==> config.mk <==
export PLATFORM = sky130hd
export DESIGN_NAME = wb_sci_arbiter
export DESIGN_NICKNAME = d
export VERILOG_FILES = /design/src/rtl/wb_sci_arbiter.sv
export SDC_FILE = /design/constraint.sdc
export NUM_CORES = 1
export LEC_CHECK = 0
export CORE_ASPECT_RATIO = 2
export CORE_MARGIN = 2
export CORE_UTILIZATION = 32
export CTS_CLUSTER_SIZE = 10
export DETAILED_ROUTE_END_ITERATION = 8
export MAX_ROUTING_LAYER = met4
export PLACE_DENSITY = 0.68
export SYNTH_ARGS = -nofsm -noshare
export SYNTH_HDL_FRONTEND = slang
export SYNTH_SLANG_ARGS = --single-unit
==> constraint.sdc <==
create_clock -name CLK -period 2.65 [get_ports CLK]
set_input_delay 0.265 -clock CLK [delete_from_list [all_inputs] [get_ports CLK]]
set_output_delay 0.265 -clock CLK [all_outputs]
set_load 0.02 [all_outputs]
==> src/rtl/wb_sci_arbiter.sv <==
// Round-robin arbiter sharing one Wishbone-to-SCI bridge among up to four masters.
// One transaction outstanding; a watchdog errors out hung SCI cycles and drains the late ack.
module wb_sci_arbiter #(
  parameter int unsigned ADDR_WIDTH     = 32,
  parameter int unsigned DATA_WIDTH     = 32,
  parameter int unsigned NUM_MASTERS    = 2,
  parameter int unsigned TIMEOUT_CYCLES = 1023
) (
  input  logic                                  CLK,
  input  logic                                  RST,
  input  logic [NUM_MASTERS-1:0]                M_CYC,
  input  logic [NUM_MASTERS-1:0]                M_STB,
  input  logic [NUM_MASTERS-1:0]                M_WE,
  input  logic [NUM_MASTERS*ADDR_WIDTH-1:0]     M_ADDR,
  input  logic [NUM_MASTERS*DATA_WIDTH-1:0]     M_WDATA,
  input  logic [NUM_MASTERS*(DATA_WIDTH/8)-1:0] M_SEL,
  output logic [NUM_MASTERS-1:0]                M_STALL,
  output logic [NUM_MASTERS-1:0]                M_ACK,
  output logic [NUM_MASTERS-1:0]                M_ERR,
  output logic [DATA_WIDTH-1:0]                 M_RDATA,
  output logic                                  S_CYC,
  output logic                                  S_STB,
  output logic                                  S_WE,
  output logic [ADDR_WIDTH-1:0]                 S_ADDR,
  output logic [DATA_WIDTH-1:0]                 S_WDATA,
  output logic [DATA_WIDTH/8-1:0]               S_SEL,
  input  logic                                  S_STALL,
  input  logic                                  S_ACK,
  input  logic                                  S_ERR,
  input  logic [DATA_WIDTH-1:0]                 S_RDATA,
  output logic [NUM_MASTERS-1:0]                GRANT,
  output logic                                  TIMEOUT_EVT
);

  localparam int unsigned SEL_W = DATA_WIDTH / 8;
  localparam int unsigned IDX_W = (NUM_MASTERS > 1) ? $clog2(NUM_MASTERS) : 1;
  localparam int unsigned CNT_W = 16;

  typedef enum logic [1:0] {ST_IDLE, ST_ISSUE, ST_WAIT, ST_DRAIN} state_t;

  typedef struct packed {
    logic                  we;
    logic [ADDR_WIDTH-1:0] addr;
    logic [DATA_WIDTH-1:0] wdata;
    logic [SEL_W-1:0]      sel;
  } wb_req_t;

  state_t                 state_q, state_d;
  wb_req_t                req_q;
  logic [IDX_W-1:0]       last_grant_q;
  logic [NUM_MASTERS-1:0] grant_q;
  logic [CNT_W-1:0]       cnt_q;
  logic                   abandon_q;
  logic [NUM_MASTERS-1:0] ack_q, err_q;
  logic [DATA_WIDTH-1:0]  rdata_q;
  logic                   tmo_q, s_cyc_q, s_stb_q;

  logic [NUM_MASTERS-1:0] req;
  logic [IDX_W-1:0]       cand, win_idx;
  logic                   win_found;
  logic [NUM_MASTERS-1:0] win_onehot;
  logic                   accept, rsp_ack, rsp_err, tmo, deliver;

  logic [ADDR_WIDTH-1:0]  m_addr_a  [NUM_MASTERS];
  logic [DATA_WIDTH-1:0]  m_wdata_a [NUM_MASTERS];
  logic [SEL_W-1:0]       m_sel_a   [NUM_MASTERS];

  for (genvar gi = 0; gi < NUM_MASTERS; gi++) begin : g_unpack
    assign m_addr_a[gi]  = M_ADDR[gi*ADDR_WIDTH +: ADDR_WIDTH];
    assign m_wdata_a[gi] = M_WDATA[gi*DATA_WIDTH +: DATA_WIDTH];
    assign m_sel_a[gi]   = M_SEL[gi*SEL_W +: SEL_W];
  end

  assign req = M_CYC & M_STB;

  // Round-robin pick: first requester scanning upward from last_grant+1.
  always_comb begin
    win_found = 1'b0;
    win_idx   = last_grant_q;
    cand      = '0;
    for (int unsigned k = 1; k <= NUM_MASTERS; k++) begin
      cand = IDX_W'((32'(last_grant_q) + k) % NUM_MASTERS);
      if (!win_found && req[cand]) begin
        win_found = 1'b1;
        win_idx   = cand;
      end
    end
  end

  assign win_onehot = NUM_MASTERS'(1) << win_idx;
  assign deliver    = !abandon_q && M_CYC[last_grant_q];

  always_comb begin
    state_d = state_q;
    accept  = 1'b0;
    rsp_ack = 1'b0;
    rsp_err = 1'b0;
    tmo     = 1'b0;
    case (state_q)
      ST_IDLE: begin
        if (win_found && !RST) begin
          accept  = 1'b1;
          state_d = ST_ISSUE;
        end
      end
      ST_ISSUE: begin
        if (!S_STALL) state_d = ST_WAIT;
      end
      ST_WAIT: begin
        // Error beats ack when both arrive together.
        if (S_ERR) begin
          rsp_err = 1'b1;
          state_d = ST_IDLE;
        end else if (S_ACK) begin
          rsp_ack = 1'b1;
          state_d = ST_IDLE;
        end else if (cnt_q == CNT_W'(TIMEOUT_CYCLES)) begin
          rsp_err = 1'b1;
          tmo     = 1'b1;
          state_d = ST_DRAIN;
        end
      end
      ST_DRAIN: begin
        if (S_ACK || S_ERR) state_d = ST_IDLE;
      end
      default: state_d = ST_IDLE;
    endcase
  end

  assign M_STALL = ~(win_onehot & {NUM_MASTERS{accept}});

  always_ff @(posedge CLK) begin
    if (RST) begin
      state_q      <= ST_IDLE;
      req_q        <= '0;
      last_grant_q <= IDX_W'(NUM_MASTERS - 1);
      grant_q      <= '0;
      cnt_q        <= '0;
      abandon_q    <= 1'b0;
      ack_q        <= '0;
      err_q        <= '0;
      rdata_q      <= '0;
      tmo_q        <= 1'b0;
      s_cyc_q      <= 1'b0;
      s_stb_q      <= 1'b0;
    end else begin
      state_q <= state_d;
      cnt_q   <= (state_q == ST_WAIT) ? cnt_q + CNT_W'(1) : '0;
      if (accept) begin
        req_q.we     <= M_WE[win_idx];
        req_q.addr   <= m_addr_a[win_idx];
        req_q.wdata  <= m_wdata_a[win_idx];
        req_q.sel    <= m_sel_a[win_idx];
        last_grant_q <= win_idx;
        abandon_q    <= 1'b0;
      end else if ((state_q == ST_ISSUE || state_q == ST_WAIT) && !M_CYC[last_grant_q]) begin
        abandon_q <= 1'b1;
      end
      if (accept)                  grant_q <= win_onehot;
      else if (state_d == ST_IDLE) grant_q <= '0;
      ack_q <= (rsp_ack && deliver) ? grant_q : '0;
      err_q <= (rsp_err && deliver) ? grant_q : '0;
      if (rsp_ack && deliver && !req_q.we) rdata_q <= S_RDATA;
      tmo_q   <= tmo;
      s_cyc_q <= (state_d != ST_IDLE);
      s_stb_q <= (state_d == ST_ISSUE);
    end
  end

  assign M_ACK       = ack_q;
  assign M_ERR       = err_q;
  assign M_RDATA     = rdata_q;
  assign S_CYC       = s_cyc_q;
  assign S_STB       = s_stb_q;
  assign S_WE        = req_q.we;
  assign S_ADDR      = req_q.addr;
  assign S_WDATA     = req_q.wdata;
  assign S_SEL       = req_q.sel;
  assign GRANT       = grant_q;
  assign TIMEOUT_EVT = tmo_q;

endmodule
# [After elaboration in Yosys (flattened, before gate mapping)]
# Cells that the tools add are included.
[word_totals] register_bits=130 rom_bits=0 memories=0 ramBits=0 latch_bits=0 in_bits=179
[classes] n_mux=39 div=0 n_mul=0 shifts=1 addsub=3 reduce_logical=23 n_bitwise=7 n_eq_ne=5 order_cmp=5
[ops] operator="two-way mux 32 bit" n=6
[ops] operator="two-way mux 1 bit" n=21
[ops] operator="adder 16 x 1 -> 16 bit (second input constant)" n=1
[ops] operator="== test 16 x 10 -> 1 bit (second input constant)" n=1
[ops] operator="two-way mux 2 bit" n=8
[ops] operator="two-way mux 4 bit" n=3
[ops] operator="less-than comparator 1 x 2 -> 1 bit (second input constant)" n=4
[ops] operator="case mux 2 bit (4 select lines)" n=1
[ops] operator="OR reduction 2 bit" n=4
[ops] operator="logical AND 1 bit" n=7
[ops] operator="logical NOT 1 bit" n=5
[ops] operator="AND 2 bit" n=2
[ops] operator="== test 2 x 1 -> 1 bit (second input constant)" n=2
[ops] operator="== test 2 bit (second input constant)" n=2
[ops] operator="logical NOT 2 bit" n=2
[ops] operator="nonzero test 2 bit" n=2
[ops] operator="inverter 1 bit" n=3
[ops] operator="OR reduction 3 bit" n=1
[ops] operator="adder 1 bit (second input constant)" n=2
[ops] operator="greater-or-equal comparator 2 bit (second input constant)" n=1
[ops] operator="logical OR 1 bit" n=2
[ops] operator="inverter 1 -> 2 bit" n=1
[ops] operator="inverter 2 bit" n=1
[ops] operator="<< shifter 1 x 1 -> 2 bit (first input constant)" n=1

# [Longest topological paths before layout]
[logic_depth] word_depth=13 ltp_mapped=8

# [Least setup slack after synthesis]
# No wires, ideal clock.
[synth_timing] path_type="flip-flop to flip-flop" startpoint="register state_q[0]" endpoint="register s_stb_q, in the netlist S_STB" slack_ns=0.801 synth_period_minus_slack_ns=1.849 setup_ns=0.131 required_ns=2.519 t_arrival_ns=1.718 path_stages_with_launch=8 path_cell_list="dfxtp_1 -> inv_1 -> ha_1 -> or3b_2 -> a21o_1 -> o21ai_0 -> nand2_1 -> nor3b_1"
[synth_between] elab_chain_len=5 word_cells_on_any_way=12 cone_classes="eq/ne: 4; mux: 7; reduce/logical: 1"
[synth_lines] element="from (decl)" line_no="48" rtl="state_t state_q, state_d;"
[synth_lines] element="from (signal assigned)" line_no="147" rtl="state_q <= state_d;"
[synth_lines] element="two-way mux 2 bit" line_no="117" rtl="end else if (cnt_q == CNT_W'(TIMEOUT_CYCLES)) begin"
[synth_lines] element="two-way mux 2 bit" line_no="114" rtl="end else if (S_ACK) begin"
[synth_lines] element="two-way mux 2 bit" line_no="111" rtl="if (S_ERR) begin"
[synth_lines] element="case mux 2 bit (4 select lines) (*)" line_no="99" rtl="case (state_q)"
[synth_lines] element="== test 2 x 1 -> 1 bit (*)" line_no="166" rtl="s_stb_q <= (state_d == ST_ISSUE);"
[synth_lines] element="to (signal assigned)" line_no="166"
[synth_lines] element="to (decl)" line_no="56" rtl="logic tmo_q, s_cyc_q, s_stb_q;"
# Mark *: on every way between the ends. The rest lies on a longest branch, timed or not.
# A chain may end at the register's enable or synchronous reset.

# [Worst setup path after layout]
[layout_timing] startpoint="register state_q[1]" endpoint="output M_STALL[1]"
[layout_between] elab_chain_len=4
[layout_lines] element="logical NOT 2 bit" line_no="99"
[layout_lines] element="two-way mux 1 bit" line_no="99"
[layout_lines] element="AND 2 bit" line_no="130" rtl="assign M_STALL = ~(win_onehot & {NUM_MASTERS{accept}});"
[layout_lines] element="inverter 2 bit" line_no="130"
[layout_lines] element="to (decl)" line_no="17" rtl="output logic [NUM_MASTERS-1:0] M_STALL,"
# No other way between the ends.

==> results.toml <==
[global_routing]
grt_pass1_wl_mm = 26.15
overflow = 0
grt_pass1_vias = 5221
antenna_found_initial = 2
grt_max_degree = 90
grt_usage = 0.1962

[synth]
syn_nets = 779
syn_avg_cell_area_sq_um = 9.127
ys_ff_latch = 130
syn_area_sq_mm = 0.005421
ys_warn_count = 0
yosysSeqAreaShare = 0.4800
synthCells = 594
ys_types = 35

[power_and_ir_drop]
intPower_uw = 3894
p_seq_frac = 0.407
max-vdd-ir-drop_uv = 399.1
p_per_area_mw_per_mm2 = 575.4
power_switching_uw = 1276
p_comb_frac = 0.185
p_leak_uw = 0.003170
p_clk_frac = 0.408
swShare = 0.2468

[layout]
layout_common_cells = "clkdlybuf4s50_1, dfxtp_1, nor2_1, nand2_1, mux2i_1"
syn_to_final_growth_pct = 65.73
layout.nets = 1049
num-fill-cells = 1527
seqCellArea_sq_mm = 0.002603
layout_commonest_cell = "clkdlybuf4s50_1"
drive_gt1_frac = 0.04238
multiInputGateArea_sq_mm = 0.002605

[floorplanning]
row_count = 67
coreArea_sq_mm = 0.01668
die_w_um = 96.04
io_pins = 291
die-area_sq_mm = 0.01806
chipHeight_um = 188.1
initial_core_util = 0.3250

[critical_path]
cp.arrival_ps = 2110
cpPeakStageDelay_ps = 580
end_kind = "output port"
crit_type = "flip-flop to output port"
crit_family = "buffers and inverters"
worstPathCellList = "inv_1 -> ha_1 -> nor3b_2 -> nand2b_1 -> clkdlybuf4s50_1"
worstSetupStartpointType = "flip-flop"
cp_num_buf_inv = 2
crit_slowest_cell = "clkdlybuf4s50_1"
required_ps = 2380
worstPathMaxFanout = 5

[clock_network]
cts_root_buffer = "clkbuf_16"
htree_levels = 4
cts_num_sinks = 130
post_cts_buffers = 0
cts_tree = "done"
postCtsHoldBufs = 0
cts-buffers-inserted = 17
clk_latency_ps = 410
clockBufferDepth = 2
clk_pin_slew_ps = 60
cts_resized = 0

[timing]
min_period_over_period = 0.8945
worst_slew_pin_slew_ps = 775.9
slew_headroom = 0.4828
slew_violations = 0
period_needed_ps = 2370
rsz0062_at_grt = "no"
setup_viol = 0
final.setup_skew_ps = 10.33
timing.setup.tns_ps = 0
hold_viol = 0
fmax_mhz = 421.9
layout_setup_ws_ps = 279.7

[placed_design]
pre_cts_slack_ps = 384.7
portBuffers = 290
gp_congestion = 0.7807
dp_hpwl_mm = 12.55

[route]
drc = 0
viasPerCell = 4.752
ant_nets = 0
first_iter_violations = 130
wire_per_inst_um = 15.53
route.final.wire_length_mm = 16.81
dr.pass1.iters = 4
vias = 5142

[worst_hold_path]
worstHoldPathType = "input pin to flip-flop"

[status]
outcome = "finished, final reports clean"

[flow_run]
maxCapViolations = 0
==> cell type report <==
cell class	instances	share of cell area
timing repair buffer	297	0.3314
multi-input combinational	415	0.2899
sequential	130	0.2897
clock buffer	22	0.05166
tap	207	0.02883
clock inverter	6	0.006684
inverter	3	0.001253
antenna	2	0.0005570
==> metrics by stage <==
stage / cells / cell area [sq um] / hold slack, ps / utilization / total power, uW
global placement: 1052 / 8456 / 440.3 / 0.5069 / 3103
floorplan: 594 / 5421 / 343.1 / - / 2572
global route: 1082 / 8985 / 270.9 / 0.5386 / 5395
CTS: 1080 / 8980 / 244.5 / 0.5383 / 5249
finish: 1082 / 8985 / 267.2 / 0.5386 / 5170
detailed placement: 1052 / 8456 / 445.3 / 0.5069 / 3111
==> power groups by stage <==
stage                     clock network (uW)  registers (uW)  logic [uW]
final                                   2110            2100         955
after CTS                               2180            2100         969
after detailed placement                   0            2150         966
after floorplan                            0            2250         322
after global routing                    2250            2110        1030
after global placement                     0            2140         962
==> synth_stat cells (all sizes together) <==
master	count	area share
a211oi	69	0.096
a21o	2	0.0028
a21oi	37	0.034
a22oi	1	0.0014
a2bb2oi	1	0.0016
and3	3	0.0035
and3b	1	0.0016
and4	4	0.0065
buf	23	0.026
clkbuf	23	0.016
dfxtp	130	0.48
ha	6	0.014
inv	3	0.0021
mux2i	70	0.13
nand2	72	0.050
nand2b	3	0.0035
nand3	10	0.0092
nand3b	1	0.0014
nand4	2	0.0023
nor2	94	0.065
nor2b	1	0.0012
nor3	3	0.0037
nor3b	6	0.0083
nor4	2	0.0023
nor4b	4	0.0065
nor4bb	1	0.0018
o21ai	5	0.0046
or2	1	0.0012
or3	1	0.0012
or3b	1	0.0016
xnor2	4	0.0065
xor2	10	0.016
==> sequential cells by signal, indices dropped and copies added (netlist names) <==
name,cells
S_STB,1
S_SEL,4
S_WDATA,32
S_WE,1
M_ACK,2
S_ADDR,32
GRANT,2
M_ERR,2
abandon_q,1
last_grant_q,1
state_q,2
M_RDATA,32
TIMEOUT_EVT,1
S_CYC,1
cnt_q,16
==> layer usage <==
metal	wire, um	GRT usage	vias to the layer above
met2	9114	0.3405	191
met5	0	-	-
li1	-	-	2615
met4	729	0.1066	0
met3	955	0.04419	34
met1	6006	0.1964	2302
==> cells by family (layout without fill, tap and decap cells) <==
family,count (synthesis),after routing,synth area share
DFF,130,130,0.4800
and+or+nand+nor,210,210,0.1706
xor gates and xnor gates,14,14,0.02262
buffers and inverters,49,328,0.04362
other,0,2,0
adders and majority gates,6,6,0.01385
muxes,70,70,0.1292
AOI/OAI and AO/OA,115,115,0.1401
==> path summary, 6_finish.rpt <==
kind,to,start,depth (start not counted),slack (ps)
hold reg to reg,M_RDATA[7]$_SDFFE_PP0P_,M_RDATA[7]$_SDFFE_PP0P_,2,450
hold / removal,S_WDATA[21]$_SDFFE_PP0P_,RST,2,270
setup reg to reg,S_STB$_SDFF_PP0_,state_q[0]$_SDFF_PP0_,7,570
setup / recovery,M_STALL[1],state_q[1]$_SDFF_PP0_,5,280
Power figures use the tool's default switching activity.
